`src/rtl/gpio_bus_arbiter_if.sv`:
```
// Bus bundle between the two requesters, the arbiter and the gpio peripheral.
//   slave  : arbiter view (takes requests and peripheral read data, drives grants,
//            responses and peripheral strobes)
//   master : environment view (requesters plus gpio peripheral)
interface gpio_bus_arbiter_if #(
    parameter int unsigned ADDR_W = 32,
    parameter int unsigned GPIO_W = 4
);
    logic              req0_i;
    logic              req1_i;
    logic              we0_i;
    logic              we1_i;
    logic [ADDR_W-1:0] addr0_i;
    logic [ADDR_W-1:0] addr1_i;
    logic [31:0]       wdata0_i;
    logic [31:0]       wdata1_i;
    logic              gnt0_o;
    logic              gnt1_o;
    logic              rvalid0_o;
    logic              rvalid1_o;
    logic [31:0]       rdata0_o;
    logic [31:0]       rdata1_o;
    logic              err0_o;
    logic              err1_o;
    logic              gpio_valid_o;
    logic              gpio_we_o;
    logic              gpio_sel_led_o;
    logic              gpio_sel_but_o;
    logic [GPIO_W-1:0] gpio_data_m_o;
    logic [GPIO_W-1:0] gpio_data_s_i;

    modport slave (
        input  req0_i, req1_i, we0_i, we1_i, addr0_i, addr1_i, wdata0_i, wdata1_i,
        input  gpio_data_s_i,
        output gnt0_o, gnt1_o, rvalid0_o, rvalid1_o, rdata0_o, rdata1_o, err0_o, err1_o,
        output gpio_valid_o, gpio_we_o, gpio_sel_led_o, gpio_sel_but_o, gpio_data_m_o
    );

    modport master (
        output req0_i, req1_i, we0_i, we1_i, addr0_i, addr1_i, wdata0_i, wdata1_i,
        output gpio_data_s_i,
        input  gnt0_o, gnt1_o, rvalid0_o, rvalid1_o, rdata0_o, rdata1_o, err0_o, err1_o,
        input  gpio_valid_o, gpio_we_o, gpio_sel_led_o, gpio_sel_but_o, gpio_data_m_o
    );
endinterface

```
`src/rtl/gpio_bus_arbiter.sv`:
```
// Two-port round-robin arbiter sequencing accesses onto the single-ported gpio block.
// Ports:
//   clk_i  - clock
//   rst_i  - synchronous reset, active-high
//   bus    - gpio_bus_arbiter_if.slave: requester 0/1 req/we/addr/wdata in,
//            gnt (combinational, IDLE only) / rvalid / rdata / err out,
//            gpio valid/we/sel_led/sel_but/data_m out, gpio data_s in.
// Everything except the grants is driven from registers.
module gpio_bus_arbiter #(
    parameter int unsigned         ADDR_W    = 32,
    parameter logic [ADDR_W-1:0]   BASE_ADDR = ADDR_W'(32'h0002_0000),
    parameter int unsigned         GPIO_W    = 4
) (
    input  logic                   clk_i,
    input  logic                   rst_i,
    gpio_bus_arbiter_if.slave      bus
);

    localparam int unsigned DATA_W = 32;

    typedef enum logic [1:0] {
        ST_IDLE    = 2'd0,
        ST_ISSUE   = 2'd1,
        ST_CAPTURE = 2'd2,
        ST_RESP    = 2'd3
    } state_e;

    state_e              state_q, state_d;
    logic                last_grant_q, last_grant_d;
    logic                port_q, port_d;
    logic                we_q, we_d;
    logic                gpio_valid_q, gpio_valid_d;
    logic                gpio_we_q, gpio_we_d;
    logic                sel_led_q, sel_led_d;
    logic                sel_but_q, sel_but_d;
    logic [GPIO_W-1:0]   data_m_q, data_m_d;
    logic                rvalid0_q, rvalid0_d;
    logic                rvalid1_q, rvalid1_d;
    logic                err0_q, err0_d;
    logic                err1_q, err1_d;
    logic [DATA_W-1:0]   rdata0_q, rdata0_d;
    logic [DATA_W-1:0]   rdata1_q, rdata1_d;

    logic                gnt0_c, gnt1_c;
    logic                pick1_c;
    logic                win_we_c;
    logic [ADDR_W-1:0]   win_addr_c;
    logic [GPIO_W-1:0]   win_wdata_c;
    logic                mapped_c;
    logic                sel_but_c;
    logic [DATA_W-1:0]   capture_c;

    // Byte offset and the upper write-data bits never reach the peripheral.
    logic unused_bits;
    assign unused_bits = ^{bus.addr0_i[1:0], bus.addr1_i[1:0],
                           bus.wdata0_i[DATA_W-1:GPIO_W], bus.wdata1_i[DATA_W-1:GPIO_W]};

    // Port 1 wins when alone, or on contention when port 0 was granted last.
    assign pick1_c     = bus.req1_i & (~bus.req0_i | ~last_grant_q);
    assign win_we_c    = pick1_c ? bus.we1_i   : bus.we0_i;
    assign win_addr_c  = pick1_c ? bus.addr1_i : bus.addr0_i;
    assign win_wdata_c = pick1_c ? bus.wdata1_i[GPIO_W-1:0] : bus.wdata0_i[GPIO_W-1:0];

    // Mapped window: word 0 = LED, word 1 = button; words 2/3 and anything outside are unmapped.
    assign mapped_c  = (win_addr_c[ADDR_W-1:4] == BASE_ADDR[ADDR_W-1:4]) && !win_addr_c[3];
    assign sel_but_c = win_addr_c[2];

    // Writes answer with zero data; reads return the zero-extended peripheral value.
    assign capture_c = we_q ? '0 : DATA_W'(bus.gpio_data_s_i);

    // Next-state and next-output logic.
    always_comb begin
        state_d      = state_q;
        last_grant_d = last_grant_q;
        port_d       = port_q;
        we_d         = we_q;
        gnt0_c       = 1'b0;
        gnt1_c       = 1'b0;
        gpio_valid_d = 1'b0;
        gpio_we_d    = 1'b0;
        sel_led_d    = 1'b0;
        sel_but_d    = 1'b0;
        data_m_d     = data_m_q;
        rvalid0_d    = 1'b0;
        rvalid1_d    = 1'b0;
        err0_d       = 1'b0;
        err1_d       = 1'b0;
        rdata0_d     = '0;
        rdata1_d     = '0;

        case (state_q)
            ST_IDLE: begin
                if ((bus.req0_i || bus.req1_i) && !rst_i) begin
                    gnt0_c       = !pick1_c;
                    gnt1_c       = pick1_c;
                    last_grant_d = pick1_c;
                    port_d       = pick1_c;
                    we_d         = win_we_c;
                    if (mapped_c) begin
                        state_d      = ST_ISSUE;
                        gpio_valid_d = 1'b1;
                        gpio_we_d    = win_we_c;
                        sel_led_d    = !sel_but_c;
                        sel_but_d    = sel_but_c;
                        data_m_d     = win_wdata_c;
                    end else begin
                        // Unmapped: skip the peripheral and answer with an error next cycle.
                        state_d   = ST_RESP;
                        rvalid0_d = !pick1_c;
                        rvalid1_d = pick1_c;
                        err0_d    = !pick1_c;
                        err1_d    = pick1_c;
                    end
                end
            end
            ST_ISSUE: begin
                state_d = ST_CAPTURE;
            end
            ST_CAPTURE: begin
                state_d   = ST_RESP;
                rvalid0_d = !port_q;
                rvalid1_d = port_q;
                if (port_q) begin
                    rdata1_d = capture_c;
                end else begin
                    rdata0_d = capture_c;
                end
            end
            ST_RESP: begin
                state_d = ST_IDLE;
            end
            default: begin
                state_d = ST_IDLE;
            end
        endcase
    end

    // State and output registers.
    always_ff @(posedge clk_i) begin
        if (rst_i) begin
            state_q      <= ST_IDLE;
            last_grant_q <= 1'b1;
            port_q       <= 1'b0;
            we_q         <= 1'b0;
            gpio_valid_q <= 1'b0;
            gpio_we_q    <= 1'b0;
            sel_led_q    <= 1'b0;
            sel_but_q    <= 1'b0;
            data_m_q     <= '0;
            rvalid0_q    <= 1'b0;
            rvalid1_q    <= 1'b0;
            err0_q       <= 1'b0;
            err1_q       <= 1'b0;
            rdata0_q     <= '0;
            rdata1_q     <= '0;
        end else begin
            state_q      <= state_d;
            last_grant_q <= last_grant_d;
            port_q       <= port_d;
            we_q         <= we_d;
            gpio_valid_q <= gpio_valid_d;
            gpio_we_q    <= gpio_we_d;
            sel_led_q    <= sel_led_d;
            sel_but_q    <= sel_but_d;
            data_m_q     <= data_m_d;
            rvalid0_q    <= rvalid0_d;
            rvalid1_q    <= rvalid1_d;
            err0_q       <= err0_d;
            err1_q       <= err1_d;
            rdata0_q     <= rdata0_d;
            rdata1_q     <= rdata1_d;
        end
    end

    assign bus.gnt0_o         = gnt0_c;
    assign bus.gnt1_o         = gnt1_c;
    assign bus.rvalid0_o      = rvalid0_q;
    assign bus.rvalid1_o      = rvalid1_q;
    assign bus.rdata0_o       = rdata0_q;
    assign bus.rdata1_o       = rdata1_q;
    assign bus.err0_o         = err0_q;
    assign bus.err1_o         = err1_q;
    assign bus.gpio_valid_o   = gpio_valid_q;
    assign bus.gpio_we_o      = gpio_we_q;
    assign bus.gpio_sel_led_o = sel_led_q;
    assign bus.gpio_sel_but_o = sel_but_q;
    assign bus.gpio_data_m_o  = data_m_q;

endmodule

```
`src/flat_wrapper.sv`:
```
// flat-port wrapper written by rule: the top's interface ports become plain ports
module gpio_bus_arbiter_flat 
#(
    parameter int unsigned         ADDR_W    = 32,
    parameter logic [ADDR_W-1:0]   BASE_ADDR = ADDR_W'(32'h0002_0000),
    parameter int unsigned         GPIO_W    = 4
)
  (clk_i, rst_i, bus_req0_i, bus_req1_i, bus_we0_i, bus_we1_i, bus_addr0_i, bus_addr1_i, bus_wdata0_i, bus_wdata1_i, bus_gpio_data_s_i, bus_gnt0_o, bus_gnt1_o, bus_rvalid0_o, bus_rvalid1_o, bus_rdata0_o, bus_rdata1_o, bus_err0_o, bus_err1_o, bus_gpio_valid_o, bus_gpio_we_o, bus_gpio_sel_led_o, bus_gpio_sel_but_o, bus_gpio_data_m_o);
  gpio_bus_arbiter_if #(.ADDR_W(ADDR_W), .GPIO_W(GPIO_W)) bus_i ();
  input  logic clk_i;
  input  logic rst_i;
  input wire logic [$bits(bus_i.req0_i)-1:0] bus_req0_i;
  input wire logic [$bits(bus_i.req1_i)-1:0] bus_req1_i;
  input wire logic [$bits(bus_i.we0_i)-1:0] bus_we0_i;
  input wire logic [$bits(bus_i.we1_i)-1:0] bus_we1_i;
  input wire logic [$bits(bus_i.addr0_i)-1:0] bus_addr0_i;
  input wire logic [$bits(bus_i.addr1_i)-1:0] bus_addr1_i;
  input wire logic [$bits(bus_i.wdata0_i)-1:0] bus_wdata0_i;
  input wire logic [$bits(bus_i.wdata1_i)-1:0] bus_wdata1_i;
  input wire logic [$bits(bus_i.gpio_data_s_i)-1:0] bus_gpio_data_s_i;
  output wire logic [$bits(bus_i.gnt0_o)-1:0] bus_gnt0_o;
  output wire logic [$bits(bus_i.gnt1_o)-1:0] bus_gnt1_o;
  output wire logic [$bits(bus_i.rvalid0_o)-1:0] bus_rvalid0_o;
  output wire logic [$bits(bus_i.rvalid1_o)-1:0] bus_rvalid1_o;
  output wire logic [$bits(bus_i.rdata0_o)-1:0] bus_rdata0_o;
  output wire logic [$bits(bus_i.rdata1_o)-1:0] bus_rdata1_o;
  output wire logic [$bits(bus_i.err0_o)-1:0] bus_err0_o;
  output wire logic [$bits(bus_i.err1_o)-1:0] bus_err1_o;
  output wire logic [$bits(bus_i.gpio_valid_o)-1:0] bus_gpio_valid_o;
  output wire logic [$bits(bus_i.gpio_we_o)-1:0] bus_gpio_we_o;
  output wire logic [$bits(bus_i.gpio_sel_led_o)-1:0] bus_gpio_sel_led_o;
  output wire logic [$bits(bus_i.gpio_sel_but_o)-1:0] bus_gpio_sel_but_o;
  output wire logic [$bits(bus_i.gpio_data_m_o)-1:0] bus_gpio_data_m_o;
  assign bus_i.req0_i = bus_req0_i;
  assign bus_i.req1_i = bus_req1_i;
  assign bus_i.we0_i = bus_we0_i;
  assign bus_i.we1_i = bus_we1_i;
  assign bus_i.addr0_i = bus_addr0_i;
  assign bus_i.addr1_i = bus_addr1_i;
  assign bus_i.wdata0_i = bus_wdata0_i;
  assign bus_i.wdata1_i = bus_wdata1_i;
  assign bus_i.gpio_data_s_i = bus_gpio_data_s_i;
  assign bus_gnt0_o = bus_i.gnt0_o;
  assign bus_gnt1_o = bus_i.gnt1_o;
  assign bus_rvalid0_o = bus_i.rvalid0_o;
  assign bus_rvalid1_o = bus_i.rvalid1_o;
  assign bus_rdata0_o = bus_i.rdata0_o;
  assign bus_rdata1_o = bus_i.rdata1_o;
  assign bus_err0_o = bus_i.err0_o;
  assign bus_err1_o = bus_i.err1_o;
  assign bus_gpio_valid_o = bus_i.gpio_valid_o;
  assign bus_gpio_we_o = bus_i.gpio_we_o;
  assign bus_gpio_sel_led_o = bus_i.gpio_sel_led_o;
  assign bus_gpio_sel_but_o = bus_i.gpio_sel_but_o;
  assign bus_gpio_data_m_o = bus_i.gpio_data_m_o;
  gpio_bus_arbiter #(.ADDR_W(ADDR_W), .BASE_ADDR(BASE_ADDR), .GPIO_W(GPIO_W)) u_core (.clk_i(clk_i), .rst_i(rst_i), .bus(bus_i));
endmodule
```
`config.mk`:
```
export PLATFORM = sky130hd
export DESIGN_NAME = gpio_bus_arbiter_flat
export DESIGN_NICKNAME = d
export VERILOG_FILES = /design/src/rtl/gpio_bus_arbiter_if.sv /design/src/rtl/gpio_bus_arbiter.sv /design/src/flat_wrapper.sv
export SDC_FILE = /design/constraint.sdc
export NUM_CORES = 1
export LEC_CHECK = 0
export CAP_MARGIN = 20
export CORE_MARGIN = 2
export CORE_UTILIZATION = 22
export CTS_CLUSTER_DIAMETER = 60
export DETAILED_ROUTE_END_ITERATION = 16
export GPL_TIMING_DRIVEN = 0
export HOLD_SLACK_MARGIN = 0.08
export PLACE_DENSITY_LB_ADDON = 0.25
export SYNTH_ARGS = -nofsm -noshare
export SYNTH_HDL_FRONTEND = slang
export SYNTH_SLANG_ARGS = --single-unit
export TNS_END_PERCENT = 1
```
`constraint.sdc`:
```
create_clock -name clk_i -period 1.45 [get_ports clk_i]
set_input_delay 0.29 -clock clk_i [delete_from_list [all_inputs] [get_ports clk_i]]
set_output_delay 0.29 -clock clk_i [all_outputs]
set_load 0.005 [all_outputs]
```
==> metrics <==
outcome finished, violations left; violated checks negative setup slack; total of warnings raised by yosys 0; total global-route track usage 0.102; final weighted congestion in routability-driven placement 0.756; post-synthesis instance area roughly 1500 um2; dpl hpwl 3740 um; Data required, critical path 1.16 ns; Min Clock Period, post-route 1.62 ns; Power Density 709 nW/um2; WS Path Type register to primary output; instance count after placement with tap cells included a little over 400; number of DRC markers in iteration 0 47; final worst-path setup slack -0.167 ns; startpoint type of the worst setup path register; CTS H-Tree Depth 1; sequential share of the synthesized area 0.328; first-pass GRT wire length 6200 um; sort of element at the end of the critical path primary output; horizontal extent of the die 87.3 um; capture point of the worst reg-to-reg path u_core.bus.gpio_data_m_o[0]; final cell utilization of the core 0.444; TritonCTS clock tree done; maximum clock rate 618 MHz; Final Cycle Share 1.12; area of the die 7630 um2; share of layout cells above drive strength 1 0.283; number of sinks driven by the clock tree 25; Maximum Capacitance Violations 0; initial antenna violation count 0; beginning of the critical path u_core.state_q[0]; buffers from clock root to sink, at most 2; DR vias/cell ~3.7; Leak approximately 0.0014 uW; number of port buffers 99; mean cell area of the mapped netlist 8.88 um2; number of buffers created by CTS 3; worst setup slack for register-to-register paths -0.04 ns; final wirelength ~4300 um; Cells after Synth 172; Cell Count, Final, Fillers Out 416; DRC violation count after routing 0; number of setup violations in the final report 12; core area 6760 um2; effective utilization at floorplan 0.226; growth of design area from synthesis to finish 96.4%; most common cell after layout, fill and taps aside sky130_fd_sc_hd__clkdlybuf4s50_1; hold crit path type input port to register; Setup crit end bus_gnt0_o; top fanout value on the critical path 4; commonest cells after routing, fill and taps aside sky130_fd_sc_hd__clkdlybuf4s50_1, sky130_fd_sc_hd__buf_4, sky130_fd_sc_hd__conb_1, sky130_fd_sc_hd__dfxtp_1, sky130_fd_sc_hd__nor2_1; skew final 0.00131 ns; setup repair after global routing missed its margin yes; hold depth 3; total inserted antenna cells 0; hold violation count in the final report 0; FF-to-FF Start u_core.state_q[0]; insertion delay of the later-clocked pin in the worst-skew pair ~0.26 ns; Max Transition Viols Final 0; flip-flop and latch count after synthesis 25; Clk pin slew, worst setup/hold paths 0.08 ns; fraction of registers with async set/reset 0; routed len/inst 10.3 um; maximum number of pins on one net before global-route repair 14; total power of the final layout 2130 uW; number of cell instances on the worst register-to-register path 8; number of iterations in the first detailed-routing pass 2; Die Height 87.3 um; Clk Tree Root Cell sky130_fd_sc_hd__clkbuf_8; vias post-DR 1,545; endpoint arrival time on the critical path 1.33 ns; Total Nets Final approximately 480; cell row count 30; via count of the first global-routing pass around 1.4k; antenna-violating nets left 0; Main synth FF type sky130_fd_sc_hd__dfxtp_1; number of unique standard cell types used by synthesis 34; IO Count about 220; grt total ovfl 0; Post-synth EDFFs 0; Worst IR Drop VDD 300 uV
==> flip-flops by register name, summed over array words and instances (netlist names), 2 cells and up <==
name,count
u_core.bus.gpio_data_m_o,4
u_core.bus.rdata0_o,4
u_core.bus.rdata1_o,4
u_core.state_q,2
==> what timing repair did <==
item / CTS / global route
setup endpoints to repair: 16 / 24
resized for setup: 35 / 16
pin swaps: 8 / 8
hold buffers: 0 / 0
setup buffers: 5 / 2
==> kinds of logic (layout without fill, tap and decap cells) <==
logic type	after synthesis	after routing	synth area share
compound gates	13	13	0.0762
fa+ha+maj	2	2	0.0164
buf+inv	62	171	0.293
flops	25	25	0.328
mux	10	10	0.0655
other cells	1	56	0.00245
simple gates	59	59	0.219
==> worst min path at each step <==
stage,from,end
2_1_floorplan,bus_gpio_data_s_i[0],u_core.bus.rdata0_o[0]
3_3_place_gp,u_core.bus.gpio_data_m_o[2],u_core.bus.gpio_data_m_o[2]
3_5_place_dp,u_core.bus.gpio_data_m_o[2],u_core.bus.gpio_data_m_o[2]
4_1_cts,u_core.bus.gpio_data_m_o[3],u_core.bus.gpio_data_m_o[3]
5_1_grt,bus_req1_i,u_core.bus.err1_o
6_report,bus_req1_i,u_core.bus.err1_o
==> critical path, cell delays in order (launching register included) <==
cell and delay (ns):
sky130_fd_sc_hd__dfxtp_2 0.33, sky130_fd_sc_hd__inv_2 0.07, sky130_fd_sc_hd__ha_4 0.14, sky130_fd_sc_hd__o21ai_4 0.05, sky130_fd_sc_hd__or2_4 0.26, sky130_fd_sc_hd__nor2_1 0.08
sky130_fd_sc_hd__buf_2 0.12
==> area by class of cell <==
cell class	instances	area, um2
Buffer	58	435
Clock buffer	4	45.0
Fill cell	692	3760
Inverter	3	11.3
Multi-Input combinational cell	140	873
Sequential cell	25	504
Tap cell	80	100
Timing Repair Buffer	106	1030
==> metrics by stage <==
| stage | instance area, um2 | worst slack [ns] | hold slack (ns) | setup TNS, ns |
|---|---|---|---|---|
| 2_1_floorplan | 1750 | 0.00926 | 0.441 | 0 |
| 3_3_place_gp | 2840 | -0.868 | 0.461 | -10.19 |
| 3_5_place_dp | 2840 | -0.872 | 0.476 | -10.33 |
| 4_1_cts | 2940 | -0.277 | 0.492 | -1.56 |
| 5_1_grt | 3000 | -0.239 | 0.481 | -2.01 |
| 6_report | 3000 | -0.167 | 0.456 | -0.688 |
==> where the power goes <==
part	switching (uW)	total [uW]	internal (uW)
Clock	205	401	196
Sequential	39.3	804	765
Combinational	353	921	567
Total	598	2130	1530
==> synthesized netlist by cell type (3+ instances only) <==
| master | count | area (um2) |
|---|---|---|
| sky130_fd_sc_hd__nor3_1 | 5 | 25.0 |
| sky130_fd_sc_hd__nor4_1 | 11 | 68.8 |
| sky130_fd_sc_hd__inv_1 | 3 | 11.3 |
| sky130_fd_sc_hd__nand2b_1 | 8 | 50.1 |
| sky130_fd_sc_hd__nor2_1 | 20 | 75.1 |
| sky130_fd_sc_hd__dfxtp_1 | 25 | 500 |
| sky130_fd_sc_hd__buf_4 | 57 | 428 |
| sky130_fd_sc_hd__mux2i_1 | 10 | 100 |
==> per-layer routing <==
layer / global-route usage / vias up / routed length, um
li1: - / 798 / -
met1: 0.113 / 650 / 1600
met2: 0.178 / 93 / 2070
met3: 0.0436 / 4 / 588
met4: 0.0294 / 0 / 32
met5: 0 / - / 0
No activity file was read; power rests on OpenSTA's default activity.
